`src/rtl/tick_period_meter.sv`:
```
// ============================================================================
// Module   : tick_period_meter
// Function : Measures clk-cycle spacing between rising edges of a tick stream
//            and presents each result through a valid/ready holding register.
//            Define TICK_METER_AVG4_EN to report the mean of 4 periods instead.
// Revision : 1.0  initial release
// ============================================================================
`default_nettype none

module tick_period_meter #(
  parameter int unsigned       WIDTH      = 32,
  // All-ones is 2**WIDTH-1, the largest count that cannot wrap.
  parameter logic [WIDTH-1:0]  MAX_PERIOD = {WIDTH{1'b1}}
) (
  input  logic             clk,
  input  logic             reset,
  input  logic             enable,
  input  logic             tick_in,
  input  logic             period_ready,
  output logic [WIDTH-1:0] period_out,
  output logic             period_valid,
  output logic             overrun,
  output logic             timeout
);

  localparam logic [WIDTH-1:0] c_CNT_ONE = {{(WIDTH-1){1'b0}}, 1'b1};

  typedef enum logic [1:0] {
    S_IDLE    = 2'd0,
    S_ARM     = 2'd1,
    S_MEASURE = 2'd2
  } state_t;

  state_t           r_state;
  state_t           w_state_nxt;
  logic [WIDTH-1:0] r_cnt;
  logic [WIDTH-1:0] w_cnt_nxt;
  logic             r_tick_q;
  logic             w_rise;
  logic             w_meas_rise;
  logic             w_tmo;
  logic             w_load;
  logic [WIDTH-1:0] w_result;
  logic [WIDTH-1:0] r_period;
  logic             r_valid;
  logic             r_overrun;
  logic             r_timeout;

  assign w_rise = tick_in & ~r_tick_q;

  always_ff @(posedge clk or posedge reset) begin
    if (reset) begin
      r_state  <= S_IDLE;
      r_cnt    <= '0;
      r_tick_q <= 1'b0;
    end else begin
      r_state  <= w_state_nxt;
      r_cnt    <= w_cnt_nxt;
      r_tick_q <= tick_in;
    end
  end

  // Dropping enable wins over both a rise and a timeout in the same cycle.
  always_comb begin
    w_state_nxt = r_state;
    w_cnt_nxt   = r_cnt;
    w_meas_rise = 1'b0;
    w_tmo       = 1'b0;
    if (!enable) begin
      w_state_nxt = S_IDLE;
      w_cnt_nxt   = '0;
    end else begin
      case (r_state)
        S_IDLE: begin
          w_cnt_nxt   = '0;
          w_state_nxt = S_ARM;
        end
        S_ARM: begin
          if (w_rise) begin
            w_cnt_nxt   = c_CNT_ONE;
            w_state_nxt = S_MEASURE;
          end
        end
        S_MEASURE: begin
          if (w_rise) begin
            w_meas_rise = 1'b1;
            w_cnt_nxt   = c_CNT_ONE;
          end else if (r_cnt == MAX_PERIOD) begin
            w_tmo       = 1'b1;
            w_cnt_nxt   = '0;
            w_state_nxt = S_ARM;
          end else begin
            w_cnt_nxt   = r_cnt + c_CNT_ONE;
          end
        end
        default: begin
          w_state_nxt = S_IDLE;
          w_cnt_nxt   = '0;
        end
      endcase
    end
  end

`ifdef TICK_METER_AVG4_EN
  logic [WIDTH+1:0] r_sum;
  logic [1:0]       r_phase;
  logic [WIDTH+1:0] w_sum_add;

  // Two guard bits hold four full-scale periods without overflow.
  assign w_sum_add = r_sum + {2'b00, r_cnt};
  assign w_load    = w_meas_rise && (r_phase == 2'd3);
  assign w_result  = w_sum_add[WIDTH+1:2];

  always_ff @(posedge clk or posedge reset) begin
    if (reset) begin
      r_sum   <= '0;
      r_phase <= 2'd0;
    end else if (!enable || w_tmo) begin
      r_sum   <= '0;
      r_phase <= 2'd0;
    end else if (w_meas_rise) begin
      if (r_phase == 2'd3) begin
        r_sum   <= '0;
        r_phase <= 2'd0;
      end else begin
        r_sum   <= w_sum_add;
        r_phase <= r_phase + 2'd1;
      end
    end
  end
`else
  assign w_load   = w_meas_rise;
  assign w_result = r_cnt;
`endif

  always_ff @(posedge clk or posedge reset) begin
    if (reset) begin
      r_period  <= '0;
      r_valid   <= 1'b0;
      r_overrun <= 1'b0;
      r_timeout <= 1'b0;
    end else begin
      r_timeout <= w_tmo;
      if (w_load) begin
        r_period <= w_result;
        r_valid  <= 1'b1;
        if (r_valid && !period_ready) begin
          r_overrun <= 1'b1;
        end
      end else if (period_ready) begin
        r_valid <= 1'b0;
      end
    end
  end

  assign period_out   = r_period;
  assign period_valid = r_valid;
  assign overrun      = r_overrun;
  assign timeout      = r_timeout;

endmodule

`default_nettype wire

```
`config.mk`:
```
export PLATFORM = sky130hd
export DESIGN_NAME = tick_period_meter
export DESIGN_NICKNAME = d
export VERILOG_FILES = /design/src/rtl/tick_period_meter.sv
export SDC_FILE = /design/constraint.sdc
export NUM_CORES = 1
export LEC_CHECK = 0
export CORE_MARGIN = 1.5
export CORE_UTILIZATION = 62
export CTS_BUF_LIST = sky130_fd_sc_hd__clkbuf_8
export DETAILED_ROUTE_END_ITERATION = 6
export GPL_TIMING_DRIVEN = 0
export PLACE_DENSITY = 0.87
export SYNTH_ARGS = -nofsm -noshare
export SYNTH_HDL_FRONTEND = slang
export SYNTH_SLANG_ARGS = --single-unit
```
`constraint.sdc`:
```
create_clock -name clk -period 6.3 [get_ports clk]
set_input_delay 0.945 -clock clk [delete_from_list [all_inputs] [get_ports clk]]
set_output_delay 0.945 -clock clk [all_outputs]
set_load 0.005 [all_outputs]
```
# Yosys cells after proc, flatten, opt, wreduce, memory -nomap -nowiden
# Index checks and enable logic that the tools add are counted.
[classes]
add_sub_neg = 1
mul = 0
div = 0
n_lt_le_gt_ge = 0
eq_ne = 6
n_shift = 0
mux = 19
bitwise = 2
n_reduce_logical = 6
[ops]
columns = ["op", "count"]
rows = [
  ["32-bit two-way mux", 4],
  ["32-bit one-hot mux with 2 select lines", 1],
  ["32-bit by 1-bit adder with 32-bit output, second input constant", 1],
  ["32-bit == test, second input constant", 1],
  ["1-bit two-way mux", 9],
  ["3-bit inequality test, second input constant", 3],
  ["2-bit two-way mux", 4],
  ["2-bit one-hot mux with 3 select lines", 1],
  ["3-bit AND reduction", 1],
  ["2-bit by 1-bit == test with 1-bit output, second input constant", 1],
  ["2-bit == test, second input constant", 1],
  ["2-bit zero test", 1],
  ["2-bit AND reduction", 1],
  ["2-bit nonzero test", 1],
  ["1-bit AND", 1],
  ["1-bit logical AND", 1],
  ["1-bit zero test", 1],
  ["1-bit NOT", 1],
]
[totals]
reg_bits = 70
latchBits = 0
ram_bits = 0
mem_bits_ro = 0
in_bits = 5
output_inout_bits = 35
mem_count = 0

# Longest topological paths before layout
[depth]
word_depth = 6
mapped_depth = 8
ltp_nobuf = 7

# Worst setup path after synthesis
# Ideal clock, no wire load.
[synth_timing]
path_kind = "input -> register"
start = "in tick_in"
end = "reg r_cnt[30]"
setup_time_ns = 0.071
arrival_ns = 2.287
required_time_ns = 6.229
setup_slack_ns = 3.943
stages = 5
cell_sequence = "nor2b_1 -> clkbuf_8 -> or4_4 -> or4_1 -> nand3_1"
[synth_between]
elab_chain_cells = 4
word_cells_on_any_way = 5
classes_between = "1 x eq/ne; 3 x mux; 1 x bitwise"
[synth_rtl]
columns = ["item", "line", "rtl"]
rows = [
  ["from (decl)", "18", "input logic tick_in,"],
  ["1-bit AND *", "49", "assign w_rise = tick_in & ~r_tick_q;"],
  ["32-bit two-way mux", "85", "if (w_rise) begin"],
  ["32-bit one-hot mux with 2 select lines", "73", "case (r_state)"],
  ["32-bit two-way mux", "69", "if (!enable) begin"],
  ["to (signal assigned)", "58", "r_cnt <= w_cnt_nxt;"],
  ["to (decl)", "36", "logic [WIDTH-1:0] r_cnt;"],
]
# Mark *: on every way between the ends. The rest lies on a longest branch, timed or not.
# A chain may end at the register's enable or synchronous reset.

# Worst setup path in the final report
[layout_timing]
start = "in tick_in"
end = "reg r_cnt[27]"
# The elaborated chain is that of the path after synthesis.

==> key figures <==
Run status
  – Status: complete, no violations

Setup path
  – CP Launch Type: input pin
  – CP required: 6550 ps
  – Critical path class: input pin to flop
  – Reg2Reg Depth: 5
  – CP Cell Sequence: clkdlybuf4s50_1 -> nor2b_1 -> clkbuf_8 -> nor4_2 -> nand2_1 -> o31ai_1
  – CP Max Fanout: 9
  – Worst path max stage delay: 790 ps
  – Capturing point of the worst reg2reg path: r_cnt[27]
  – Worst path slowest cell: nor4_2
  – CP Capture Type: flop
  – RR Startpoint: r_state[0]
  – R2R setup slack: 3910 ps
  – CP arrival: 3160 ps

Synth
  – Syn Nets: 320
  – Register area share after synthesis: 0.528
  – YS warnings: 0
  – Most used DFF post-synth: dfrtp_1
  – Number of enable flip-flop cells after synthesis: 0
  – Mapped Cells: 312
  – Synth top cells by count: 70 x dfrtp_1, 35 x nand2_1, 35 x nor2_1, 24 x mux2_2, 20 x xnor2_1
  – Mapped cell area: 3320 µm²
  – Asr flop ratio synth: 1.00
  – Share of the synthesized area in the top cell type: 0.528
  – Synth area leader: dfrtp_1
  – Top post-synthesis cells by area: dfrtp_1 53%, mux2_2 8.1%, xnor2_1 5.3%
  – Synth cell types: 53
  – Count leader, synth: dfrtp_1
  – #FFs+latches synth: 70
  – Avg Inst Size Synth: 10.6 µm²

CTS
  – Post_cts resized: 0
  – CTS clock-pin slew for the worst setup and hold paths: 70 ps
  – H-tree Lvls: 3
  – CTS max path bufs: 2
  – Root buf cell: clkbuf_8
  – Postcts setup bufs: 0
  – CTS tree: yes
  – CTS Sinks: 70
  – CTS buffer count: 9
  – Post-CTS Hold Fix Bufs: 0
  – Clock Latency Late Sink: 340 ps

Route
  – First-pass DRT Iterations: 5
  – Final ANT Viol Nets: 0
  – Vias/cell: 5.99
  – Initial DRC Count: 303
  – Via count: 2606
  – Total Routed Length: 7300 µm
  – Drt wl/cell: 16.8 µm
  – # DRC: 0

Floorplanning
  – Initial core utilization: 0.646
  – Die footprint: 5800 µm²
  – Rows: 26
  – Chip height: 76.2 µm
  – DIE WIDTH: 76.2 µm
  – Core Area: 5140 µm²
  – I/O pin count: 40

Timing
  – Period minus WS final: 2920 ps
  – Setup_tns: 0 ps
  – Slew HR: 0.360
  – Worst Tran Pin Value: 951 ps
  – F_max: 0.343 GHz
  – Final worst-path setup slack: 3380 ps
  – Final setup violating endpoints: 0
  – Final hold viol count: 0
  – Clk_skew: 11.6 ps
  – Final worst-path cycle share: 0.463
  – Unrepaired setup endpoints after global routing: no
  – Max-slew violations: 0

Placed design
  – Post-DP HPWL: 4930 µm
  – I/O Buffers: 38
  – Placer Congestion: 0.859
  – Dpl ws: 3140 ps

Power
  – Cell Pwr Density: 211 nW/µm²
  – Leakage: 1.64 nW
  – Max VDD drop: 0.142 mV

Hold path
  – Hold EP: overrun
  – Hold path start: overrun
  – Hold Crit Class: flop to flop
  – Cells on Worst Hold Path: 1

Global routing
  – Global-route wire length before repair: 12200 µm
  – Via count of the first global-routing pass: 2521
  – Largest net degree at the start of global routing: 71
  – Grt ovf: 0
  – Initial antenna violation count: 0
  – Total Routing Usage GR: 0.270

Finish
  – Syn-to-layout area delta: 19.6%
  – Layout fillers: 362
  – Final Util: 0.772
  – Ant. Diodes: 0
  – Fraction of layout cells with a size suffix above 1: 0.156
  – Total Nets Final: 369

Flow run
  – Max-Cap Viols: 0
-- metrics by stage --
step	area (µm²)	total power [mW]	cells	hold WS, ps
2_1_floorplan	3320	0.496	312	468
3_3_place_gp	3790	0.508	420	469
3_5_place_dp	3790	0.510	420	478
4_1_cts	3970	0.840	435	498
5_1_grt	3970	0.865	435	517
6_report	3970	0.837	435	494
-- how the worst max path moves through the flow --
stage          startpoint       endpoint
5_1_grt           tick_in      r_cnt[27]
4_1_cts           tick_in      r_cnt[27]
3_5_place_dp      tick_in      r_cnt[27]
3_3_place_gp        reset  period_out[6]
6_report          tick_in      r_cnt[27]
2_1_floorplan       reset        overrun
-- layer usage --
layer  GRT usage  wire length, µm
met1       0.354             3010
met2       0.427             3570
met3      0.0635              478
met4       0.131              238
met5           0                0
-- critical path, delay by kind of cell --
family | cells | cell delay, ps
compound gates | 1 | 320
buf+inv | 2 | 620
simple gates | 3 | 1270
-- state kept, by name, summed over array words and instances, names as in the netlist --
signal        cells
r_cnt            32
r_tick_q          1
r_state           2
overrun           1
period_valid      1
timeout           1
period_out       32
-- kinds of logic after synthesis --
family / Yosys count / share of synthesized area
compound gates: 33 / 0.0716
xor+xnor: 22 / 0.0581
fa+ha+maj: 3 / 0.0113
buf+inv: 21 / 0.0317
flops: 70 / 0.528
mux: 25 / 0.0845
simple gates: 138 / 0.215
-- placed cells by master, fill, tap and decap left out, types with 3 or more instances in the layout --
master           instances
a21oi_1                  3
and3_1                   3
clkbuf_1                 5
clkbuf_8                10
clkdlybuf4s50_1         38
dfrtp_1                 70
ha_1                     3
inv_1                   12
mux2_2                  24
nand2_1                 35
nand3_1                 15
nand4_1                  8
nor2_1                  35
nor3_1                  12
nor4_1                   8
nor4_2                   3
o211ai_1                 3
o21ai_0                 10
xnor2_1                 20
-- layout make-up --
type,instances,area (µm²),share of cell area
clock inverters,6,56.3,0.0142
well taps,70,87.6,0.0221
inverters,11,43.8,0.0110
repair buffers,38,380,0.0958
clock buffers,9,124,0.0312
plain buffers,10,63.8,0.0161
flip-flops and latches,70,1750,0.441
multi-input cells,221,1460,0.368
-- report_power, final --
group	internal, mW	switching [mW]	total [mW]
logic	0.0136	0.0336	0.0472
registers	0.452	0.00258	0.454
clock network	0.177	0.158	0.335
total	0.642	0.194	0.837
Note: power is estimated with default switching activity, not from simulation.
